**config.mk**
```make
export PLATFORM = sky130hd
export DESIGN_NAME = axi_burst_master
export DESIGN_NICKNAME = d
export VERILOG_FILES = /design/src/rtl/axi_master_pkg.sv /design/src/rtl/axi_burst_calc.sv /design/src/rtl/axi_burst_master.sv
export SDC_FILE = /design/constraint.sdc
export NUM_CORES = 1
export LEC_CHECK = 0
export ABC_AREA = 1
export CAP_MARGIN = 25
export CORE_MARGIN = 4
export CORE_UTILIZATION = 45
export CTS_BUF_LIST = sky130_fd_sc_hd__clkbuf_8
export DETAILED_ROUTE_END_ITERATION = 16
export MAX_ROUTING_LAYER = met4
export PLACE_DENSITY = 0.84
export RECOVER_POWER = 50
export SYNTH_ARGS = -nofsm -noshare
export SYNTH_HDL_FRONTEND = slang
export SYNTH_HIERARCHICAL = 1
export SYNTH_SLANG_ARGS = --single-unit
```
**constraint.sdc**
```tcl
create_clock -name clk -period 5.4 [get_ports clk]
set_clock_uncertainty 0.05 [all_clocks]
set_input_delay 0.81 -clock clk [delete_from_list [all_inputs] [get_ports clk]]
set_output_delay 0.81 -clock clk [all_outputs]
set_load 0.005 [all_outputs]
```
**src/rtl/axi_master_pkg.sv**
```systemverilog
// Shared types and constants for the AXI burst master: FSM states, AXI response codes
// and the 4 KB burst boundary.
package axi_master_pkg;

  typedef enum logic [1:0] {
    IDLE = 2'd0,
    ADDR = 2'd1,
    DATA = 2'd2,
    RESP = 2'd3
  } state_e;

  localparam logic [1:0] RESP_OKAY   = 2'b00;
  localparam logic [1:0] RESP_SLVERR = 2'b10;
  localparam logic [1:0] RESP_DECERR = 2'b11;

  localparam int unsigned BOUNDARY_BYTES = 4096;
  localparam int unsigned BOUNDARY_W     = 12;

endpackage

```
**src/rtl/axi_burst_calc.sv**
```systemverilog
// Combinational burst sizing: picks the next burst length from the remaining beats,
// MAX_BURST and the distance to the next 4 KB boundary, and computes the post-burst state.
module axi_burst_calc
  import axi_master_pkg::*;
#(
  parameter int unsigned ADDR_WIDTH = 32,
  parameter int unsigned DATA_WIDTH = 32,
  parameter int unsigned MAX_BURST  = 16,
  parameter int unsigned REM_W      = 17
) (
  input  logic [ADDR_WIDTH-1:0] addr,
  input  logic [REM_W-1:0]      remaining,
  output logic [7:0]            len,
  output logic [ADDR_WIDTH-1:0] next_addr,
  output logic [REM_W-1:0]      next_remaining
);

  localparam int unsigned BYTES = DATA_WIDTH / 8;
  localparam int unsigned SHIFT = $clog2(BYTES);
  localparam int unsigned CMP_W = (REM_W > 13) ? REM_W : 13;

  logic [CMP_W-1:0] to_boundary;
  logic [CMP_W-1:0] rem_ext;
  logic [CMP_W-1:0] cap;
  logic [CMP_W-1:0] pick;

  // 13 bits hold a full 4096-byte distance; everything is compared at a common width
  always_comb begin
    to_boundary = CMP_W'((13'(BOUNDARY_BYTES) - {1'b0, addr[BOUNDARY_W-1:0]}) >> SHIFT);
    rem_ext     = CMP_W'(remaining);
    cap         = CMP_W'(MAX_BURST);
    pick        = rem_ext;
    if (cap < pick) begin
      pick = cap;
    end
    if (to_boundary < pick) begin
      pick = to_boundary;
    end
    len            = 8'(pick - CMP_W'(1));
    next_addr      = addr + ADDR_WIDTH'(pick << SHIFT);
    next_remaining = REM_W'(rem_ext - pick);
  end

endmodule

```
**src/rtl/axi_burst_master.sv**
```systemverilog
// AXI4 burst master: splits a user command into 4 KB-safe bursts and streams data through.
// Define AXI_MASTER_ERR_ABORT_EN to end a command after the first burst that returns an error.
module axi_burst_master
  import axi_master_pkg::*;
#(
  parameter int unsigned ADDR_WIDTH = 32,
  parameter int unsigned DATA_WIDTH = 32,
  parameter int unsigned MAX_BURST  = 16,
  parameter int unsigned CMD_LEN_W  = 16
) (
  input  logic                      clk,
  input  logic                      rst,
  input  logic                      cmd_valid,
  output logic                      cmd_ready,
  input  logic                      cmd_write,
  input  logic [ADDR_WIDTH-1:0]     cmd_addr,
  input  logic [CMD_LEN_W-1:0]      cmd_len,
  input  logic [DATA_WIDTH-1:0]     wr_data,
  input  logic [DATA_WIDTH/8-1:0]   wr_strb,
  input  logic                      wr_valid,
  output logic                      wr_ready,
  output logic [DATA_WIDTH-1:0]     rd_data,
  output logic                      rd_valid,
  input  logic                      rd_ready,
  output logic                      done,
  output logic                      err,
  output logic [ADDR_WIDTH-1:0]     awaddr,
  output logic [7:0]                awlen,
  output logic                      awvalid,
  input  logic                      awready,
  output logic [ADDR_WIDTH-1:0]     araddr,
  output logic [7:0]                arlen,
  output logic                      arvalid,
  input  logic                      arready,
  output logic [DATA_WIDTH-1:0]     wdata,
  output logic [DATA_WIDTH/8-1:0]   wstrb,
  output logic                      wlast,
  output logic                      wvalid,
  input  logic                      wready,
  input  logic [1:0]                bresp,
  input  logic                      bvalid,
  output logic                      bready,
  input  logic [DATA_WIDTH-1:0]     rdata,
  input  logic [1:0]                rresp,
  input  logic                      rlast,
  input  logic                      rvalid,
  output logic                      rready
);

  localparam int unsigned REM_W = CMD_LEN_W + 1;

  state_e                  state_q, state_d;
  logic [ADDR_WIDTH-1:0]   addr_q, addr_d;
  logic [REM_W-1:0]        rem_q, rem_d;
  logic                    write_q, write_d;
  logic                    err_q, err_d;
  logic                    done_q, done_d;
  logic [7:0]              beat_q, beat_d;

  logic [7:0]              burst_len;
  logic [ADDR_WIDTH-1:0]   next_addr;
  logic [REM_W-1:0]        next_rem;
  logic                    last_beat;
  logic                    burst_end;
  logic                    burst_err;
  logic                    finish;

  axi_burst_calc #(
    .ADDR_WIDTH (ADDR_WIDTH),
    .DATA_WIDTH (DATA_WIDTH),
    .MAX_BURST  (MAX_BURST),
    .REM_W      (REM_W)
  ) u_calc (
    .addr           (addr_q),
    .remaining      (rem_q),
    .len            (burst_len),
    .next_addr      (next_addr),
    .next_remaining (next_rem)
  );

  // Address and length come straight from stable registers so they hold through ADDR
  assign awaddr  = addr_q;
  assign araddr  = addr_q;
  assign awlen   = burst_len;
  assign arlen   = burst_len;
  assign wdata   = wr_data;
  assign wstrb   = wr_strb;
  assign rd_data = rdata;
  assign done    = done_q;
  assign err     = err_q;

  always_comb begin
    state_d   = state_q;
    addr_d    = addr_q;
    rem_d     = rem_q;
    write_d   = write_q;
    err_d     = err_q;
    done_d    = 1'b0;
    beat_d    = beat_q;
    burst_end = 1'b0;
    burst_err = 1'b0;
    finish    = 1'b0;
    last_beat = (beat_q == burst_len);
    cmd_ready = 1'b0;
    awvalid   = 1'b0;
    arvalid   = 1'b0;
    wvalid    = 1'b0;
    wr_ready  = 1'b0;
    wlast     = 1'b0;
    bready    = 1'b0;
    rd_valid  = 1'b0;
    rready    = 1'b0;

    case (state_q)
      IDLE: begin
        cmd_ready = 1'b1;
        if (cmd_valid) begin
          addr_d  = cmd_addr;
          rem_d   = REM_W'(cmd_len) + REM_W'(1);
          write_d = cmd_write;
          err_d   = 1'b0;
          state_d = ADDR;
        end
      end
      ADDR: begin
        awvalid = write_q;
        arvalid = !write_q;
        if (write_q ? awready : arready) begin
          beat_d  = '0;
          state_d = DATA;
        end
      end
      DATA: begin
        if (write_q) begin
          wvalid   = wr_valid;
          wr_ready = wready;
          wlast    = last_beat;
          if (wr_valid && wready) begin
            beat_d = beat_q + 8'd1;
            if (last_beat) begin
              state_d = RESP;
            end
          end
        end else begin
          rd_valid = rvalid;
          rready   = rd_ready;
          if (rvalid && rd_ready) begin
            burst_err = (rresp != RESP_OKAY);
            burst_end = rlast;
          end
        end
      end
      RESP: begin
        bready = 1'b1;
        if (bvalid) begin
          burst_err = (bresp != RESP_OKAY);
          burst_end = 1'b1;
        end
      end
      default: state_d = IDLE;
    endcase

    if (burst_err) begin
      err_d = 1'b1;
    end

    // Burst bookkeeping: advance, then either start the next burst or complete the command
    if (burst_end) begin
      addr_d = next_addr;
      rem_d  = next_rem;
`ifdef AXI_MASTER_ERR_ABORT_EN
      finish = (next_rem == '0) || err_d;
`else
      finish = (next_rem == '0);
`endif
      if (finish) begin
        done_d  = 1'b1;
        state_d = IDLE;
      end else begin
        state_d = ADDR;
      end
    end
  end

  always_ff @(posedge clk or posedge rst) begin
    if (rst) begin
      state_q <= IDLE;
      addr_q  <= '0;
      rem_q   <= '0;
      write_q <= 1'b0;
      err_q   <= 1'b0;
      done_q  <= 1'b0;
      beat_q  <= '0;
    end else begin
      state_q <= state_d;
      addr_q  <= addr_d;
      rem_q   <= rem_d;
      write_q <= write_d;
      err_q   <= err_d;
      done_q  <= done_d;
      beat_q  <= beat_d;
    end
  end

endmodule

```
; ---- Word level (Yosys, flattened, before mapping)
; Index checks and enable logic that the tools add are counted.
[word_totals]
ff_bits = 62
word_cells = 93
input_bits = 132
[classes]
n_eq_ne = 12
n_reduce_logical = 18
addsub = 6
n_lt_le_gt_ge = 2
muxes = 48
[ops]
columns = op, count
row1 = $mux W32, 3
row2 = $mux W17, 5
row3 = $add A32 B19 Y32, 1
row4 = $mux W1, 27
row5 = $mux W8, 3
row6 = $add A16 B1 Y17 const B, 1
row7 = $logic_not A17 Y1, 1
row8 = $lt A15 B17 Y1, 1
row9 = $lt A5 B17 Y1 const A, 1
row10 = $sub A17 B17 Y17, 1
row11 = $pmux W8 S2, 1
row12 = $ne A3 B3 Y1 const B, 5
row13 = $reduce_bool A2 Y1, 7
row14 = $sub A13 B12 Y14 const A, 1
row15 = $mux W2, 6
row16 = $add A8 B1 Y8 const B, 1
row17 = $eq A8 B8 Y1, 1
row18 = $sub A8 B1 Y8 const B, 1
row19 = $ne A2 B2 Y1 const B, 3
row20 = $pmux W2 S3, 1
row21 = $reduce_and A2 Y1, 3
row22 = $reduce_and A6 Y1, 1
row23 = $eq A2 B2 Y1 const B, 2
row24 = $pmux W1 S2, 2
row25 = other kinds (6), 7

; ---- Logic depth before layout (Yosys ltp)
[depth]
ltp_word = 11
depth_mapped = 36

; ---- Cells and area by module
; The synthesis kept the hierarchy.
[modules_own_cells]
columns = module, n_inst, area_per_inst_um2, seq_area_each_um2, cells_each
row1 = axi_burst_master, 1, 4217.8, 1551.5, 565
row2 = axi_burst_calc, 1, 2752.6, 0.0, 461

; ---- Worst setup path after synthesis
; No wires, ideal clock.
[synth_path]
path_kind = reg2reg
startpoint = register addr_q[3] (netlist: araddr[3])
endpoint = register state_q[0]
required_ns = 5.233
setup_slack_ns = 0.466
t_arrival_ns = 4.767
path_buffers = 1
stages_incl_launch_ff = 36
cell_sequence = dfrtp_1 > inv_1 > nand3_1 > nor2_4 > inv_2 > nor2_4 > nand2_2 > or2_4 > or2_4 > nand2_1 > inv_1 > ha_1 > nand2_1 > nor2_2 > nand4_1 > nor2_2 > nand2_2 > nand3_2 > buf_6 > nand2_2 > o21ai_2 > ha_1 > inv_1 > fa_1 > a211o_1 > o21ai_0 > inv_1 > a21oi_1 > o21ai_0 > xor2_1 > inv_1 > nand4_1 > nor4_1 > nand4_1 > nand2_1 > nand2_1
[synth_between]
elab_chain_cells = 7
elab_cells_between_ends = 11
classes_between = 3 x add/sub / 1 x order compare / 2 x eq/ne / 3 x mux / 2 x reduce/logical
[synth_lines]
columns = element, line_no
row1 = from (decl), axi_burst_master.sv:53  ; logic [ADDR_WIDTH-1:0] addr_q, addr_d;
row2 = from (signal assigned), axi_burst_master.sv:196  ; addr_q <= addr_d;
row3 = $sub A13 B12 Y14 (*), axi_burst_calc.sv:29  ; to_boundary = CMP_W'((13'(BOUNDARY_BYTES) - {1'b0, addr[BOUNDARY_W-1:0]}) >> SHIFT);
row4 = $lt A15 B17 Y1, axi_burst_calc.sv:36  ; if (to_boundary < pick) begin
row5 = $mux W17 (*), axi_burst_calc.sv:36
row6 = $sub A17 B17 Y17 (*), axi_burst_calc.sv:41  ; next_remaining = REM_W'(rem_ext - pick);
row7 = named net next_rem[10], axi_burst_master.sv:62  ; logic [REM_W-1:0] next_rem;
row8 = $logic_not A17 Y1 (*), axi_burst_master.sv:174  ; finish = (next_rem == '0);
row9 = $mux W1 (*), axi_burst_master.sv:176  ; if (finish) begin
row10 = $mux W2 (*), axi_burst_master.sv:168  ; if (burst_end) begin
row11 = to (signal assigned), axi_burst_master.sv:195  ; state_q <= state_d;
row12 = to (decl), axi_burst_master.sv:52  ; state_e state_q, state_d;
; The timed path passes the listed nets; every way through them passes the cells marked *.
; A chain may end at the register's enable or synchronous reset.

; ---- Worst setup path in the final report
[layout_path]
startpoint = register addr_q[6] (netlist: araddr[6])
endpoint = output wlast
[layout_between]
elab_chain_cells = 7
[layout_lines]
columns = element, line_no
row1 = $sub A13 B12 Y14 (*), axi_burst_calc.sv:29
row2 = $lt A15 B17 Y1, axi_burst_calc.sv:36
row3 = $mux W17 (*), axi_burst_calc.sv:36
row4 = $sub A8 B1 Y8 (*), axi_burst_calc.sv:39  ; len = 8'(pick - CMP_W'(1));
row5 = $eq A8 B8 Y1 (*), axi_burst_master.sv:103  ; last_beat = (beat_q == burst_len);
row6 = $mux W1 (*), axi_burst_master.sv:134  ; if (write_q) begin
row7 = $mux W1 (*), axi_burst_master.sv:114  ; case (state_q)
row8 = to (decl), axi_burst_master.sv:37  ; output logic wlast,
; Mark *: on every way between the ends. The rest lies on a longest branch, timed or not.

==> flow_summary_export.csv <==
group,metric,value,unit
yosys,synth.yosys.warnings,6,
routing,route.detailed.vias_per_inst,5.10,
cells_and_area,area_used_by_multi_input_combinational_logic,4220,µm²
yosys,synth_commonest_cells,"nand2_1 (289), buf_4 (110), inv_1 (103), nor2_1 (72), nand3_1 (70)",
cts,htree_levels,3,
yosys,post_synth.cell_area_avg,6.79,µm²
routing,first_pass_iters,5,
grt,busiest_layer,"met2",
grt,largest_net_degree_at_the_start_of_global_routing,63,
place,dp_hpwl,14.3,mm
pwr,leak_pwr,4.01,nW
place,port_buffers,154,
place,dp.cells,1272,
yosys,yosysTopAreaCellShare,0.223,
cells_and_area,antenna-diode-count,0,
cells_and_area,area_delta_synth_final,20.2,%
setup_path,worstPathArrival,4310,ps
grt,gr-usage-met1,0.280,
yosys,yosysTopAreaCell,"dfrtp_1",
sta,max_slew.worst_pin.slew,3580,ps
setup_path,worstSetupEndpointType,"output pin",
yosys,proportion_of_synthesized_area_in_mux_cells,0,
status,run_status,"finished with violations",
pwr,netSwitchingPower,2.94,mW
sta,max-slew-margin-rel,-1.38,
cells_and_area,seqCellArea,1550,µm²
yosys,dominantRegCellSynth,"dfrtp_1",
cells_and_area,fraction_of_layout_instances_using_a_drive_strength_above_1,0.0971,
sta,finalCritPeriodShare,0.958,
pwr,comb_power_frac,0.770,
pwr,pwr-share-seq,0.156,
cells_and_area,fin_nets,1292,
pwr,share_clk_of_total_power,0.074,
setup_path,cp.required,4540,ps
cts,worst_setup_hold_path_clk_slew,70,ps
grt,grt.overflow.total,0,
die,core.rowCount,45,
cts,tritoncts_num_sinks,62,
grt,routing_usage_on_met2,0.337,
routing,ant_nets,0,
yosys,yosysSeqAreaShare,0.223,
cts,cts_hold_buffers,0,
die,die_area,17500,µm²
setup_path,critical_path.most_common_cell,"nand2_2",
sta,max_clock_freq,193,MHz
yosys,synth-edff-count,0,
yosys,ys_top_cells_by_area,"dfrtp_1 (22%), nand2_1 (16%), buf_4 (12%), ha_1 (9.2%), inv_1 (5.5%)",
yosys,syn_area,6970,µm²
cts,tritoncts.num_buffers,9,
sta,finalHoldViolCount,0,
routing,number_of_design_rule_violations_left_after_detail_routing,0,
yosys,yosys_register_bits,62,
pwr,power.density,703,nW/µm²
cts,cts_root_buf,"clkbuf_8",
sta,finalWorstPathRequiredPeriod,5170,ps
yosys,main_combinational_cell_family_by_area_after_synthesis,"simple AND/OR/NAND/NOR gates",
pwr,netSwitchingFraction,0.500,
yosys,synthXorXnorAreaFrac,0.0817,
setup_path,critical_path_peak_fanout,6,
routing,total_via_count_in_the_routed_design,6630,
yosys,post_synth_num_cell_types,49,
setup_path,setup.worst_path.class,"reg -> out",
min_path,hp-class,"reg -> reg",
sta,timing.final.setup_violations,0,
grt,grt_use_met3,0.0357,
cells_and_area,final.fill_count,1434,
cells_and_area,final_cell_count_no_fill,1300,
run,maxCapViolCount,1,
pwr,worst_case_vdd_ir_drop,268,µV
cts,tritoncts,"done",
die,chipWidth,132,µm
yosys,asyncSetResetFlopFracSynth,1.00,
yosys,adder_and_majority_gate_portion_of_the_synthesized_area,0.0973,
place,place_congestion,0.932,
status,violations,"capacitance limit, slew limit",
yosys,synthesis.instances,1026,
cts,clk_latency,360,ps
yosys,synth_compound_gate_area_share,0.100,
die,floorplan.initialDensity,0.459,
routing,first_iter_violations,439,
sta,grt_setup_unrepaired,"true",
grt,grt_pass1_wl,30.5,mm
yosys,synth_most_common_cell,"nand2_1",
cts,cts.path.max_buffers,2,
setup_path,cp-start-kind,"flip-flop",
yosys,synth_simple_gate_area_frac,0.306,
die,fp.coreArea,15200,µm²
grt,antenna_found_initial,0,
setup_path,delay_of_the_slowest_critical_path_stage,390,ps
die,i_o_pins,291,
routing,detail_route.wl_per_cell,14.2,µm
grt,grt_pass1_vias,6523,
die,die_height,132,µm
setup_path,cpMaxStageDelayCell,"dfrtp_1",
grt,track_usage,0.215,
routing,wirelength,18.5,mm
pwr,total_power,5.89,mW
sta,number_of_max_slew_violations_in_the_final_report,63,
pwr,power_report.internal_total,2.95,mW
==> per-layer routing <==
layer,vias up,part of all wire
met5,-,0
met4,0,0.024
met3,31,0.054
met2,188,0.46
met1,3081,0.46
li1,3330,-
==> repair_timing <==
action / 4_1_cts / 5_1_grt
buffers inserted: 7 / 5
pin swaps: 4 / 7
setup endpoints to repair: 1 / 5
resized for setup: 11 / 19
==> metrics by stage <==
stage,hold WS (ps),worst slack (ps),TNS [ps],cell area (µm²),utilization
floorplan,430,466,0,7030,-
global placement,443,243,0,8010,0.527
detailed placement,483,58.7,0,8010,0.527
CTS,500,170,0,8310,0.547
global route,523,-48.5,-85.3,8380,0.551
finish,484,227,0,8380,0.551
==> worst paths after layout <==
path / start / endpoint / slack [ps] / cells past startpoint
min in group asynchronous: rst / araddr[29]$_DFFE_PP0P_ / 2220 / 3
max reg2reg: araddr[6]$_DFFE_PP0P_ / state_q[0]$_DFFE_PP0P_ / 320 / 34
min: err$_DFFE_PP0P_ / err$_DFFE_PP0P_ / 480 / 2
max: araddr[6]$_DFFE_PP0P_ / wlast / 230 / 29
max in group asynchronous: rst / beat_q[6]$_DFFE_PP0P_ / 1070 / 3
min reg2reg: err$_DFFE_PP0P_ / err$_DFFE_PP0P_ / 480 / 2
==> cells by family after synthesis <==
group,count (synthesis)
AND/OR/NAND/NOR,494
buffers and inverters,237
AO/OA/AOI/OAI,113
XOR/XNOR,65
flip-flops,62
adder cells (fa/ha/maj),53
other,2
==> placed cells by master, fill, tap and decap left out, drive strengths merged, types with 2 or more instances in the layout <==
cell	n
a21oi	41
o31ai	2
o2111ai	3
o211ai	7
and2	2
xor2	42
nor2	80
nor3	14
a21o	3
buf	28
clkdlybuf4s50	148
o21bai	6
fa	2
or2	4
o221ai	6
o21ai	33
conb	17
clkinv	2
a31oi	4
dlygate4sd3	3
nand3	72
xnor2	23
nand4	12
nand2	306
dfrtp	62
clkinvlp	3
clkbuf	12
nor4	3
a21boi	3
a31o	2
inv	109
dlymetal6s2s	2
ha	51
==> critical path, delay by kind of cell (launching register included) <==
kind / cells / cell delay [ps]
flops: 1 / 390
buf+inv: 4 / 360
xor+xnor: 2 / 420
simple gates: 22 / 2490
fa+ha+maj: 1 / 290
==> power by group through the flow <==
stage	Clock [mW]	Combinational, mW	Sequential, mW
global placement	0	4.26	0.917
finish	0.437	4.54	0.918
floorplan	0	2.97	0.888
CTS	0.450	4.41	0.915
global route	0.467	5.06	0.954
detailed placement	0	4.30	0.923
==> flip-flops by register name, indices dropped and copies added (netlist names) <==
name and count:
araddr 32, state_q 2, write_q 1, done 1, err 1, beat_q 8
rem_q 17
==> area by class of cell <==
| cell class | count | share of cell area |
|---|---|---|
| clock inverters | 6 | 0.00836 |
| well taps | 188 | 0.0281 |
| flip-flops and latches | 62 | 0.185 |
| multi-input cells | 742 | 0.503 |
| inverters | 109 | 0.0488 |
| repair buffers | 183 | 0.210 |
| clock buffers | 10 | 0.0164 |
(Power assumes the default switching activity.)
